==> config.mk <==
export PLATFORM = sky130hd
export DESIGN_NAME = xbus_decoder
export DESIGN_NICKNAME = d
export VERILOG_FILES = /design/src/rtl/xbus_decoder_pkg.sv /design/src/rtl/xbus_win_match.sv /design/src/rtl/xbus_decoder.sv
export SDC_FILE = /design/constraint.sdc
export NUM_CORES = 1
export LEC_CHECK = 0
export CORE_MARGIN = 5
export CORE_UTILIZATION = 28
export DETAILED_ROUTE_END_ITERATION = 12
export PLACE_DENSITY = 0.65
export SLEW_MARGIN = 20
export SYNTH_ARGS = -nofsm -noshare
export SYNTH_HDL_FRONTEND = slang
export SYNTH_SLANG_ARGS = --single-unit
==> constraint.sdc <==
create_clock -name clk -period 4.7 [get_ports clk]
set_clock_uncertainty 0.1 [all_clocks]
set_input_delay 0.705 -clock clk [delete_from_list [all_inputs] [get_ports clk]]
set_output_delay 0.705 -clock clk [all_outputs]
set_load 0.01 [all_outputs]
==> src/rtl/xbus_decoder_pkg.sv <==
// xbus_decoder_pkg
// Shared definitions for the picoVersat data-bus decoder:
//   - FSM state encoding
//   - default address map (memory / register file / alias / LED)
//   - default timeout
package xbus_decoder_pkg;

  typedef enum logic [1:0] {
    ST_IDLE = 2'd0,
    ST_BUSY = 2'd1,
    ST_RESP = 2'd2
  } xbus_state_t;

  localparam int XB_ADDR_W  = 13;
  localparam int XB_DATA_W  = 32;
  localparam int XB_N_SLV   = 4;
  localparam int XB_TIMEOUT = 16;

  // Default map, slice 0 in the LSBs:
  //   window 0: memory        0x0000, 4 KiB words (AW 12)
  //   window 1: register file 0x1000, AW 8
  //   window 2: low-memory alias 0x0000, AW 4 (shadowed by window 0)
  //   window 3: LED / misc    0x1200, AW 4
  localparam logic [XB_N_SLV*XB_ADDR_W-1:0] XB_SLV_BASE =
    {13'h1200, 13'h0000, 13'h1000, 13'h0000};
  localparam logic [XB_N_SLV*5-1:0] XB_SLV_AW =
    {5'd4, 5'd4, 5'd8, 5'd12};

endpackage

==> src/rtl/xbus_win_match.sv <==
// xbus_win_match
// Combinational comparator for one address window.
//   addr : request address
//   base : window base, aligned to the window size
//   aw   : number of offset bits (window size = 1 << aw)
//   hit  : addr lies inside the window
module xbus_win_match #(
  parameter int ADDR_W = 13
) (
  input  logic [ADDR_W-1:0] addr,
  input  logic [ADDR_W-1:0] base,
  input  logic [4:0]        aw,
  output logic              hit
);

  localparam logic [ADDR_W-1:0] ONE = {{(ADDR_W-1){1'b0}}, 1'b1};

  logic [ADDR_W-1:0] low_mask;

  // Offset bits are masked off before comparing against the base.
  assign low_mask = (ONE << aw) - ONE;
  assign hit      = ((addr & ~low_mask) == base);

endmodule

==> src/rtl/xbus_decoder.sv <==
// xbus_decoder
// Registered data-bus decoder with N_SLV address windows, slave wait-state
// handshake and a timeout watchdog that converts misses/hangs into traps.
//   clk, rst_n           : clock, asynchronous active-low reset
//   m_sel/m_we/m_addr    : master request, held until m_ready
//   m_ready/m_rdata      : one-cycle completion pulse with registered read data
//   m_trap/trap_addr     : trap pulse (with m_ready) and last trapped address
//   s_sel                : one-hot slave select, high while the access is busy
//   s_ready/s_rdata      : per-slave completion and read data
module xbus_decoder
  import xbus_decoder_pkg::*;
#(
  parameter int                      ADDR_W   = 13,
  parameter int                      DATA_W   = 32,
  parameter int                      N_SLV    = 4,
  parameter logic [N_SLV*ADDR_W-1:0] SLV_BASE = '0,
  parameter logic [N_SLV*5-1:0]      SLV_AW   = {N_SLV{5'd1}},
  parameter int                      TIMEOUT  = XB_TIMEOUT
) (
  input  logic                    clk,
  input  logic                    rst_n,
  input  logic                    m_sel,
  input  logic                    m_we,
  input  logic [ADDR_W-1:0]       m_addr,
  output logic                    m_ready,
  output logic [DATA_W-1:0]       m_rdata,
  output logic                    m_trap,
  output logic [ADDR_W-1:0]       trap_addr,
  output logic [N_SLV-1:0]        s_sel,
  input  logic [N_SLV-1:0]        s_ready,
  input  logic [N_SLV*DATA_W-1:0] s_rdata
);

  localparam int              CNT_W    = $clog2(TIMEOUT);
  localparam logic [CNT_W-1:0] CNT_LAST = CNT_W'(TIMEOUT - 1);

  xbus_state_t         state_reg, state_next;
  logic [N_SLV-1:0]    sel_reg, sel_next;
  logic [CNT_W-1:0]    cnt_reg, cnt_next;
  logic                trap_reg, trap_next;
  logic                we_reg, we_next;
  logic [ADDR_W-1:0]   addr_reg, addr_next;
  logic [DATA_W-1:0]   rdata_reg, rdata_next;
  logic [ADDR_W-1:0]   taddr_reg, taddr_next;

  logic [N_SLV-1:0]    hit_vec;
  logic [N_SLV-1:0]    first_hit;
  logic                sel_ready;
  logic [DATA_W-1:0]   sel_rdata;

  genvar gi;
  generate
    for (gi = 0; gi < N_SLV; gi++) begin : g_win
      xbus_win_match #(.ADDR_W(ADDR_W)) u_win (
        .addr (m_addr),
        .base (SLV_BASE[gi*ADDR_W +: ADDR_W]),
        .aw   (SLV_AW[gi*5 +: 5]),
        .hit  (hit_vec[gi])
      );
    end
  endgenerate

  // Isolate the lowest set bit: overlapping windows resolve to the lowest k.
  assign first_hit = hit_vec & (~hit_vec + N_SLV'(1));

  // Only the latched slave may complete the access.
  assign sel_ready = |(s_ready & sel_reg);

  always_comb begin
    sel_rdata = '0;
    for (int k = 0; k < N_SLV; k++) begin
      if (sel_reg[k]) sel_rdata = sel_rdata | s_rdata[k*DATA_W +: DATA_W];
    end
  end

  always_comb begin
    state_next = state_reg;
    sel_next   = sel_reg;
    cnt_next   = cnt_reg;
    trap_next  = trap_reg;
    we_next    = we_reg;
    addr_next  = addr_reg;
    rdata_next = rdata_reg;
    taddr_next = taddr_reg;
    case (state_reg)
      ST_IDLE: begin
        if (m_sel) begin
          we_next   = m_we;
          addr_next = m_addr;
          if (|hit_vec) begin
            sel_next   = first_hit;
            cnt_next   = '0;
            trap_next  = 1'b0;
            state_next = ST_BUSY;
          end else begin
            trap_next  = 1'b1;
            taddr_next = m_addr;
            state_next = ST_RESP;
          end
        end
      end
      ST_BUSY: begin
        // Ready is checked first so it wins over a same-cycle timeout.
        if (sel_ready) begin
          if (!we_reg) rdata_next = sel_rdata;
          state_next = ST_RESP;
        end else if (cnt_reg == CNT_LAST) begin
          trap_next  = 1'b1;
          taddr_next = addr_reg;
          rdata_next = '0;
          state_next = ST_RESP;
        end else begin
          cnt_next = cnt_reg + CNT_W'(1);
        end
      end
      ST_RESP: state_next = ST_IDLE;
      default: state_next = ST_IDLE;
    endcase
  end

  always_ff @(posedge clk or negedge rst_n) begin
    if (!rst_n) begin
      state_reg <= ST_IDLE;
      sel_reg   <= '0;
      cnt_reg   <= '0;
      trap_reg  <= 1'b0;
      we_reg    <= 1'b0;
      addr_reg  <= '0;
      rdata_reg <= '0;
      taddr_reg <= '0;
    end else begin
      state_reg <= state_next;
      sel_reg   <= sel_next;
      cnt_reg   <= cnt_next;
      trap_reg  <= trap_next;
      we_reg    <= we_next;
      addr_reg  <= addr_next;
      rdata_reg <= rdata_next;
      taddr_reg <= taddr_next;
    end
  end

  // Outputs depend on registered state only.
  assign s_sel     = (state_reg == ST_BUSY) ? sel_reg : '0;
  assign m_ready   = (state_reg == ST_RESP);
  assign m_trap    = (state_reg == ST_RESP) & trap_reg;
  assign m_rdata   = rdata_reg;
  assign trap_addr = taddr_reg;

endmodule

Word level (Yosys, flattened, before mapping)
Cells that the tools add are included.
Widths: inputs -> output; s select.
{"block": "totals", "register_bits": 70, "latch_bits": 0, "mem_bits_rw": 0, "mem_bits_ro": 0, "inputBits": 149, "out_inout_bits": 51, "elab_cells": 68, "mem_count": 0}
{"block": "op_classes", "addsub": 2, "mul": 0, "div_mod_pow": 0, "n_lt_le_gt_ge": 0, "n_eq_ne": 11, "n_shift": 0, "muxes": 28, "bitwise_logic": 7, "reduce_logical": 12}
{"op": "$mux 32", "count": 7}
{"op": "$or 32x32->32", "count": 3}
{"op": "$mux 13", "count": 4}
{"op": "$pmux 13 s2", "count": 1}
{"op": "$mux 4", "count": 5}
{"op": "$logic_not 13->1", "count": 1}
{"op": "$ne 2x2->1 const B", "count": 6}
{"op": "$reduce_and 5->1", "count": 2}
{"op": "$add 4x1->4 const B", "count": 2}
{"op": "$and 4x4->4", "count": 2}
{"op": "$mux 2", "count": 4}
{"op": "$pmux 4 s2", "count": 1}
{"op": "$reduce_and 3->1", "count": 2}
{"op": "$eq 4x4->1 const B", "count": 1}
{"op": "$mux 1", "count": 4}
{"op": "$not 4->4", "count": 1}
{"op": "$pmux 2 s2", "count": 1}
{"op": "$reduce_and 2->1", "count": 2}
{"op": "$reduce_and 4->1", "count": 1}
{"op": "$reduce_bool 2->1", "count": 2}
{"op": "$reduce_or 4->1", "count": 1}
{"op": "$ne 3x3->1 const B", "count": 1}
{"op": "$eq 2x1->1 const B", "count": 1}
{"op": "$eq 2x2->1 const B", "count": 1}
{"op": "other kinds (4)", "count": 4}

Longest topological paths before layout
{"block": "depth", "ltp_word": 9, "mapped_depth": 7, "ltp_nobuf": 5}

Cells and area by module
From an unflattened synthesis, not the netlist that was laid out.
{"block": "hier_totals", "hier_cells": 629, "area_unflattened_um2": 5826.8}
{"module": "xbus_decoder", "instances": 1, "cells_each": 317, "area_each_um2": 3629.7, "seq_area_each_um2": 1751.7}
{"module": "xbus_win_match", "instances": 4, "cells_each": 78, "area_each_um2": 549.3, "seq_area_each_um2": 0.0}

Worst setup path after synthesis
No wires, ideal clock.
{"block": "synth_path", "kind": "input to register", "from": "input port m_addr[10]", "to": "register taddr_reg[10], in the netlist trap_addr[10]", "setup_time_ps": 125, "t_arrival_ps": 1950, "t_required_ps": 4475, "slack_ps": 2525, "stages": 5, "path_buffers": 1, "cell_sequence": "nor4_1 -> nand3_1 -> o31ai_4 -> buf_6 -> mux2_4"}
{"block": "synth_between", "elab_chain_cells": 3, "word_cells_on_any_way": 6, "cone_classes": "eq/ne: 1; mux: 3; reduce/logical: 2"}
{"element": "start: declaration", "line_no": "xbus_decoder.sv:24", "rtl": "input logic [ADDR_W-1:0] m_addr,"}
{"element": "$logic_not 13->1 / $mux 13 (equally long branches)", "line_no": "xbus_win_match.sv:22, xbus_decoder.sv:90"}
{"element": "$ne 2x2->1 (no source line) / $mux 13 (equally long branches)"}
{"element": "$reduce_and 5->1 (no source line) / $pmux 13 s2 (equally long branches)"}
{"element": "end signal: assignment", "line_no": "xbus_decoder.sv:139", "rtl": "taddr_reg <= taddr_next;"}
{"element": "end: declaration", "line_no": "xbus_decoder.sv:44", "rtl": "logic [ADDR_W-1:0] taddr_reg, taddr_next;"}
Parallel ways exist; a longest one is shown, timed or not. The select of a mux whose other input is x is not followed.
A chain may end at the register's enable or synchronous reset.

Worst setup path in the final report
{"block": "layout_path", "from": "input port m_addr[9]", "to": "register taddr_reg[12], in the netlist trap_addr[12]"}
{"block": "layout_between", "elab_chain_cells": 3}
{"element": "$logic_not 13->1", "line_no": "xbus_win_match.sv:22", "rtl": "assign hit = ((addr & ~low_mask) == base);"}
{"element": "$ne 2x2->1 (no source line)"}
{"element": "$reduce_and 5->1 (no source line)"}
No other way between the ends.

==> metrics.cfg <==
[sta]
hold_viol_final=0
worst_hold_slack_ns=0.3088
relSlewSlack_pct=39.42
slew_violations=0
rsz0062_at_grt=false
fin_crit_sh_pct=61.28
worst_slack_ns=1.820
setup_viol=0
tns_ns=0
worst_pin_slew_ns=0.9087
layout_min_cycle_time_ns=2.880
fmax_ghz=0.3472

[drt]
ant_nets=0
met1_length_mm=2.999
top_layer_used=met4
met2_length_mm=3.641
vias=2121
wl_met3_um=407
totalWireLength_mm=7.187
vias_per_cell=4.532
drcViolationCount=0
drt_iter0_markers=118
wl_per_cell_um=15.36
first_pass_iters=4

[setup_path]
critPathKind=in -> reg
crit_slowest_cell=o31ai_4
worstPathRequired_ns=4.83
crit_arrival_ns=3.01
reg2regPathDepth=4
worstReg2RegStart=state_reg[1]$_DFFE_PN0P_
reg2reg_slack_ns=2.34
cp_cell_sequence=clkdlybuf4s50_1 -> nor4_1 -> nand3_1 -> o31ai_4 -> mux2_2
cp-end-kind=register
slowest_delay_ns=0.78
critPathMaxFanout=13
crit_buf_inv=1
start_kind=input pin
crit_family=compound AO/OA/AOI/OAI gates
r2r-end=trap_addr[0]$_DFFE_PN0P_

[clock_tree]
postCtsHoldBufs=0
clock_latency_ns=0.34
post_cts_buffers=0
cts_sinks=67
cts-root-buf=clkbuf_8
htree_num_levels=3
cts_made_buffers=9
cts_tree=built
cts_max_path_buffers=2
cts.repair.resized=0
clkTransAtPathRegs_ns=0.08

[synthesis]
netlist_instances=231
netlist_area_um2=2877
yosys.area.top_type=dfrtp_1
yosysTopAreaCellShare_pct=58.29
synth-edff-count=0
ys_ff_latch=67
synth_flop_cell=dfrtp_1
synthArstFlopShare_pct=100.0
syn_avg_cell_area_um2=12.45
yosys-top-cells-area=dfrtp_1, a22o_1, mux2_2, nand2_1, mux2_4
yosysUniqueCellTypes=35
yosysWarnings=0
seq_area_frac_synth_pct=58.29

[finish]
multi_input_area_um2=1106
seq_area_um2=1677
layout_common_cells=clkdlybuf4s50_1, dfrtp_1, nand2_1
largest_register_ffs=32
final_common_cell=clkdlybuf4s50_1
stdcell_area_um2=4164
n_antenna_cell=0
nFillCells=992
drive_gt1_share_pct=15.36
syn_to_final_growth_pct=44.76
final_net_count=477
stdcell_count=468
final_util_pct=40.88

[placed_design]
dpl_cell_area_um2=3940
dp.cells=452
dp_hpwl_mm=5.165
finalWeightedCongestion=0.7499
port_buffers=97
place_ws_ns=1.449

[global_route]
grt_overflow=0
grt_max_degree=39
track_usage_pct=11.79
grt_pass1_vias=2207
grt_pass1_wl_mm=11.64
antenna_found_initial=0

[pwr]
power_leakage_nw=1.845
p_total_mw=1.335
power_density_nw_per_um2=320.6
ir_drop_uv=128.8

[floorplan]
io_pins=200
initial_utilization_pct=28.24
die_area_um2=12400
coreArea_um2=10180
die_h_um=111.4
num_rows=37
die_w_um=111.4

[min_path]
hold_path_class=in -> async

[status]
outcome=finished clean

[run]
maxCapViolations=0

worst max-delay path by stage:
stage | startpoint | endpoint | slack, ns | cells past startpoint
after floorplan | m_addr[10] | trap_addr[10]$_DFFE_PN0P_ | 2.52 | 5
after global placement | m_addr[9] | trap_addr[12]$_DFFE_PN0P_ | 1.47 | 5
after detailed placement | m_addr[9] | trap_addr[11]$_DFFE_PN0P_ | 1.45 | 5
after CTS | m_addr[9] | trap_addr[11]$_DFFE_PN0P_ | 1.83 | 5
after global routing | m_addr[9] | trap_addr[11]$_DFFE_PN0P_ | 1.66 | 5
final | m_addr[9] | trap_addr[12]$_DFFE_PN0P_ | 1.82 | 5
synthesized netlist by cell type, drive strengths merged, types with 3 or more instances:
master and count:
a21oi 6, a22o 32, and2 3, and3 3, buf 12, clkbuf 5, dfrtp 67, mux2 27
nand2 42, nand3 4, nor2 4, nor4 3
kinds of logic (layout without fill, tap and decap cells):
logic type	count (synthesis)	count (layout)	share of synthesized area, %
compound gates	46	46	13.79
flops	67	67	58.29
buf+inv	17	116	3.697
fa+ha+maj	1	1	0.4349
mux	27	27	11.87
simple gates	72	72	11.79
other cells	1	3	0.1304
routing by layer:
| layer | global-route usage, % | up-vias |
|---|---|---|
| met5 | 0 | - |
| met4 | 5.596 | 0 |
| met3 | 3.098 | 11 |
| met2 | 19.86 | 66 |
| met1 | 14.04 | 1032 |
| li1 | - | 1012 |
area by class of cell:
cell class | instances | share of cell area, %
timing repair buffer | 100 | 23.74
sequential | 67 | 40.26
clock inverter | 7 | 2.374
clock buffer | 9 | 2.975
multi-input combinational | 149 | 26.56
tap | 136 | 4.087
where the power goes:
part           internal (mW)  switching (mW)  total, mW
combinational          0.109          0.0604      0.170
sequential             0.612          0.0204      0.632
clock                  0.302           0.231      0.533
total                   1.02           0.312       1.33
Note: power is estimated with default switching activity, not from simulation.
